--- src/rtl/vec_pkg.sv ---
// Shared vector types and sizing for the vector register file, store and load blocks.
package vec_pkg;

   localparam int WIDTH        = 24;
   localparam int VECTOR_WIDTH = 8;
   localparam int LANE_BITS    = 3;

   typedef logic [WIDTH-1:0]                    elem_t;
   typedef logic [VECTOR_WIDTH-1:0][WIDTH-1:0]  vector_t;

   typedef enum logic [1:0] {
      IDLE,
      SEND,
      DONE
   } vst_state_t;

endpackage

--- src/rtl/vector_store_unit.sv ---
// Serialises one captured vector register into data memory, one lane per accepted write.
// Optional VSTORE_MASK_EN adds a per-lane write mask captured with start.
module vector_store_unit
   import vec_pkg::*;
(
   input  logic                                clk,
   input  logic                                rst,
   input  logic                                start,
   input  logic [VECTOR_WIDTH-1:0][WIDTH-1:0]  vec_in,
   input  logic [WIDTH-1:0]                    base_addr,
   input  logic [WIDTH-1:0]                    stride,
`ifdef VSTORE_MASK_EN
   input  logic [VECTOR_WIDTH-1:0]             lane_mask,
`endif
   input  logic                                mem_ready,
   output logic                                mem_we,
   output logic [WIDTH-1:0]                    mem_addr,
   output logic [WIDTH-1:0]                    mem_wdata,
   output logic                                busy,
   output logic                                done
);

   localparam logic [LANE_BITS-1:0] LAST_LANE = LANE_BITS'(VECTOR_WIDTH - 1);

   vst_state_t           state_reg, state_next;
   logic [LANE_BITS-1:0] lane_reg, lane_next;
   elem_t                addr_reg, addr_next;
   elem_t                stride_reg, stride_next;
   vector_t              vec_reg, vec_next;
   elem_t                lane_data [VECTOR_WIDTH];
   logic                 lane_en;

   // Register-file order is reversed: architectural lane e lives at index VECTOR_WIDTH-1-e.
   generate
      for (genvar gi = 0; gi < VECTOR_WIDTH; gi++) begin : g_lane
         assign lane_data[gi] = vec_reg[VECTOR_WIDTH-1-gi];
      end
   endgenerate

`ifdef VSTORE_MASK_EN
   logic [VECTOR_WIDTH-1:0] mask_reg, mask_next;
   assign lane_en = mask_reg[lane_reg];
`else
   assign lane_en = 1'b1;
`endif

   always_ff @(posedge clk or posedge rst) begin
      if (rst) begin
         state_reg  <= IDLE;
         lane_reg   <= '0;
         addr_reg   <= '0;
         stride_reg <= '0;
         vec_reg    <= '0;
`ifdef VSTORE_MASK_EN
         mask_reg   <= '0;
`endif
      end else begin
         state_reg  <= state_next;
         lane_reg   <= lane_next;
         addr_reg   <= addr_next;
         stride_reg <= stride_next;
         vec_reg    <= vec_next;
`ifdef VSTORE_MASK_EN
         mask_reg   <= mask_next;
`endif
      end
   end

   always_comb begin
      state_next  = state_reg;
      lane_next   = lane_reg;
      addr_next   = addr_reg;
      stride_next = stride_reg;
      vec_next    = vec_reg;
`ifdef VSTORE_MASK_EN
      mask_next   = mask_reg;
`endif
      mem_we      = 1'b0;
      mem_addr    = addr_reg;
      mem_wdata   = lane_data[lane_reg];
      busy        = (state_reg != IDLE);
      done        = 1'b0;

      case (state_reg)
         IDLE: begin
            if (start) begin
               vec_next    = vec_in;
               stride_next = stride;
               addr_next   = base_addr;
               lane_next   = '0;
`ifdef VSTORE_MASK_EN
               mask_next   = lane_mask;
`endif
               state_next  = SEND;
            end
         end
         SEND: begin
            mem_we = lane_en;
            // A masked-off lane consumes its slot without waiting on the memory.
            if (!lane_en || mem_ready) begin
               if (lane_reg == LAST_LANE) begin
                  state_next = DONE;
               end else begin
                  lane_next = lane_reg + LANE_BITS'(1);
                  addr_next = addr_reg + stride_reg;
               end
            end
         end
         DONE: begin
            done       = 1'b1;
            state_next = IDLE;
         end
         default: state_next = IDLE;
      endcase
   end

endmodule

--- config.mk ---
export PLATFORM = sky130hd
export DESIGN_NAME = vector_store_unit
export DESIGN_NICKNAME = d
export VERILOG_FILES = /design/src/rtl/vec_pkg.sv /design/src/rtl/vector_store_unit.sv
export SDC_FILE = /design/constraint.sdc
export NUM_CORES = 1
export LEC_CHECK = 0
export ABC_AREA = 1
export CORE_MARGIN = 5
export CORE_UTILIZATION = 51
export DETAILED_ROUTE_END_ITERATION = 12
export HOLD_SLACK_MARGIN = 0.05
export PLACE_DENSITY_LB_ADDON = 0.1
export SYNTH_ARGS = -nofsm -noshare
export SYNTH_HDL_FRONTEND = slang
export SYNTH_SLANG_ARGS = --single-unit
--- constraint.sdc ---
create_clock -name clk -period 11 [get_ports clk]
set_input_delay 3.3 -clock clk [delete_from_list [all_inputs] [get_ports clk]]
set_output_delay 3.3 -clock clk [all_outputs]
set_load 0.01 [all_outputs]
==> Yosys cells after proc, flatten, opt, wreduce, memory -nomap -nowiden <==
Index checks and enable logic that the tools add are counted.
{ "totals": {"register_bits": 245, "in_bits": 244, "output_inout_bits": 51, "wordCells": 46} }
{ "classes": {"addsub": 2, "n_lt_le_gt_ge": 1, "n_eq_ne": 7, "n_mux": 17, "n_bitwise": 1, "reduce_logical": 6} }
{ "op_table": {"columns": ["cell", "count"], "rows": [
  ["$mux 24", 5],
  ["$bmux 24 s3", 1],
  ["$pmux 24 s2", 1],
  ["$add 24x24->24", 1],
  ["$mux 3", 3],
  ["$ne 2x2->1 const B", 4],
  ["$mux 2", 3],
  ["$pmux 3 s2", 1],
  ["$ge 4x4->1 const B", 1],
  ["$not 3->4", 1],
  ["$pmux 2 s2", 1],
  ["$reduce_and 4->1", 1],
  ["$reduce_bool 2->1", 2],
  ["$add 3x1->3 const B", 1],
  ["$eq 3x3->1 const B", 1],
  ["$reduce_and 3->1", 1],
  ["$eq 2x1->1 const B", 1],
  ["$eq 2x2->1 const B", 1],
  ["$logic_not 2->1", 1],
  ["$mux 1", 2],
  ["$reduce_and 2->1", 1]
]} }

==> Logic depth before layout (Yosys ltp) <==
{ "logic_depth": {"ltp_word": 4, "mapped_depth": 14, "mapped_depth_nobuf": 14} }

==> Worst setup path before layout <==
No wires, ideal clock.
{ "synth_path": {"path_kind": "reg-to-output", "start": "register lane_reg[0]", "end": "output mem_wdata[20]", "t_arrival_ns": 1.387, "t_required_ns": 7.700, "slack_ns": 6.313, "path_stages_with_launch": 8, "n_path_buf": 2, "path_cell_list": "dfrtp_1 buf_2 inv_1 clkbuf_1 nor2_1 o22ai_1 nor2_1 a31oi_1"} }
{ "synth_via": {"elab_chain_cells": 4} }
{ "synth_rtl": {"columns": ["element", "line_no", "text"], "rows": [
  ["from (decl)", "vector_store_unit.sv:26", "logic [LANE_BITS-1:0] lane_reg, lane_next;"],
  ["from (signal assigned)", "vector_store_unit.sv:59", "lane_reg <= lane_next;"],
  ["$not 3->4 (not written as such)", "vector_store_unit.sv:80", "mem_wdata = lane_data[lane_reg];"],
  ["$bmux 24 s3", "vector_store_unit.sv:80", null],
  ["$mux 24 (not written as such) (2 in a row)", "vector_store_unit.sv:80", null],
  ["to (decl)", "vector_store_unit.sv:18", "output logic [WIDTH-1:0] mem_wdata,"]
]} }
Every way passes these cells. The select of a mux whose other input is x is not followed.

==> Worst setup path after layout <==
{ "layout_path": {"start": "register lane_reg[1]", "end": "output mem_wdata[4]"} }
The elaborated chain is that of the path after synthesis.

==> flow_summary.json <==
{
  "die_area_sq_um": 28280,
  "min_period_ns": 6.904,
  "fin_skew_ns": 0.02420,
  "num_vias": 10630,
  "syn_avg_cell_area_sq_um": 9.140,
  "outcome": "complete, no violations",
  "critPathRequiredTime_ns": 7.70,
  "die_h_um": 168.2,
  "dr.pass1.iters": 5,
  "startpoint_type": "flip-flop",
  "synth-edff-count": 0,
  "ys_dominant_reg_cell": "dfrtp_1",
  "cts_setup_buffers": 0,
  "initial_core_util_pct": 52.16,
  "peakVddDrop_v": 0.0001765,
  "hold_viol": 0,
  "syn-num-nets": 1666,
  "tightest_slew_ns": 1.127,
  "period_share_pct": 62.77,
  "track_usage_pct": 25.91,
  "p_leak_uw": 0.007625,
  "clk_pin_slew_ns": 0.06,
  "ys_seq_elements": 245,
  "dpl.hpwl_mm": 27.87,
  "netlist_instances": 1396,
  "nNetsFinal": 1923,
  "netlist_area_sq_um": 12760,
  "grt_first_pass_wirelength_mm": 58.22,
  "cp-end-kind": "output pin",
  "ys.warnings.count": 0,
  "arrival_ns": 3.60,
  "async_flop_share_pct": 100.0,
  "largest_reg_flops": 192,
  "power_density_nw_per_um2": 310.7,
  "grt_remaining_overflow": 0,
  "drtAntennaViolNets": 0,
  "path_class": "flip-flop to output pin",
  "antenna_found_initial": 16,
  "grt_start_max_net_pins": 114,
  "clock_sinks": 245,
  "num_rows": 57,
  "drv_slew": 0,
  "setup_viol": 0,
  "cts_buffers": 28,
  "syn_to_final_growth_pct": 30.79,
  "whs_ns": 0.4988,
  "clockBufferDepth": 3,
  "rsz0062_at_grt": "no",
  "drc": 0,
  "root_buffer": "clkbuf_16",
  "drtIter0Drc": 724,
  "fin_total_pwr_uw": 5185,
  "tns_ns": 0,
  "cts-resized-gates": 0,
  "hp-class": "flip-flop to flip-flop",
  "maxSlewHeadroom_pct": 24.89,
  "synth.distinct_cells": 32,
  "postRouteWirelength_mm": 37.81,
  "drive_gt1_share_pct": 14.39,
  "cts_htree_levels": 1,
  "core_area_sq_um": 24460,
  "die_w_um": 168.2,
  "grt_pass1_vias": 10780,
  "drv_cap": 0,
  "insertion_delay_ns": 0.56,
  "cp_max_fo": 73,
  "gp_congestion": 0.9547,
  "postCtsHoldBufs": 0,
  "pin_count": 295,
  "routedWlPerCell_um": 18.83,
  "via_per_inst": 5.293,
  "fmax_ghz": 0.1448,
  "synth.yosys.seq_area_share_pct": 48.05,
  "cts_tree": "built",
  "port_buffers": 294
}
logic make-up (layout without fill, tap and decap cells):
| group | count (synthesis) | count (layout) | share of synthesized area, % |
|---|---|---|---|
| fa+ha+maj | 26 | 26 | 2.608 |
| simple gates | 480 | 480 | 14.93 |
| buf+inv | 214 | 493 | 7.855 |
| mux | 169 | 169 | 14.91 |
| compound gates | 253 | 253 | 11.02 |
| xor+xnor | 9 | 9 | 0.6178 |
| other cells | 0 | 9 | 0 |
| flops | 245 | 245 | 48.05 |
power by group:
group	switching [uW]	internal, uW
registers	281	1360
clock network	376	560
logic	1470	1130
total	2130	3050
synthesized netlist by cell type, drive strengths merged, types with 2 or more instances:
cell type  number  area, sq um
mux2          169         1903
o211ai         26        200.2
nand4           7        43.79
dfrtp         245         6131
xor2            8        70.07
nor2          195        757.0
o22ai          24        150.1
o21ai          95        475.5
clkbuf         32        120.1
buf            43        360.4
nand3          36        180.2
nand2         235        882.1
nand3b          2        15.01
a21oi          82        410.4
inv           139        521.8
nor3            3        15.01
ha             25        312.8
a31oi          24        150.1
per-stage QoR:
step / cell area, sq um / setup WS (ns) / std cells / utilization, %
3_5_place_dp: 15710 / 4.733 / 1947 / 64.22
2_1_floorplan: 12760 / 0.9701 / 1396 / -
4_1_cts: 16670 / 4.120 / 1999 / 68.13
5_1_grt: 16690 / 3.901 / 2008 / 68.22
3_3_place_gp: 15710 / 4.716 / 1947 / 64.22
6_report: 16690 / 4.096 / 2008 / 68.22
placed cells by master (no fill, tap or decap), types with 3 or more instances in the layout:
| cell | count |
|---|---|
| clkdlybuf4s50_1 | 294 |
| dfrtp_1 | 242 |
| nand2_1 | 234 |
| nor2_1 | 189 |
| mux2_2 | 169 |
| inv_1 | 136 |
| o21ai_0 | 86 |
| a21oi_1 | 82 |
| nand3_1 | 36 |
| clkbuf_16 | 28 |
| o211ai_1 | 25 |
| ha_1 | 25 |
| o22ai_1 | 24 |
| a31oi_1 | 24 |
| clkbuf_8 | 10 |
| diode_2 | 9 |
| o21ai_1 | 9 |
| xor2_1 | 8 |
| buf_4 | 8 |
| nand4_1 | 7 |
| clkinv_2 | 7 |
| nor2_2 | 4 |
| clkbuf_1 | 4 |
| nor3_1 | 3 |
metal layers:
layer / wire length [um] / track usage, % / vias to the layer above
met5: 92 / 0 / -
met4: 1627 / 11.29 / 14
met3: 2736 / 7.151 / 90
met2: 18600 / 43.43 / 306
met1: 14750 / 31.41 / 5070
li1: - / - / 5148
cell type report:
class / instances / area, sq um
fillers: 2047 / 7774
clock inverters: 10 / 103.9
clock buffers: 42 / 853.3
inverters: 139 / 529.3
multi-input cells: 937 / 5634
well taps: 324 / 405.4
repair buffers: 302 / 3003
diodes: 9 / 22.52
flip-flops and latches: 245 / 6137
critical path, cell delays in order (launching register included):
cell	delay, ns
dfrtp_2	0.38
buf_4	0.36
inv_1	0.73
o21ai_0	0.21
o22ai_1	0.34
nor2_1	0.08
a31oi_1	0.31
clkdlybuf4s50_1	0.61
path summary, 6_finish.rpt:
path,start,slack (ns),end,depth (start not counted)
worst max-delay path,lane_reg[1]$_DFFE_PP0P_,4.10,mem_wdata[4],7
worst min-delay path,lane_data[166]$_DFFE_PP0P_,0.50,lane_data[166]$_DFFE_PP0P_,1
max in group asynchronous,rst,6.18,lane_reg[0]$_DFFE_PP0P_,3
worst max register to register,state_reg[0]$_DFFE_PP0P_,7.48,lane_data[168]$_DFFE_PP0P_,4
worst min register to register,lane_data[166]$_DFFE_PP0P_,0.50,lane_data[166]$_DFFE_PP0P_,1
min in group asynchronous,rst,3.23,lane_data[96]$_DFFE_PP0P_,2
(Power assumes the default switching activity.)
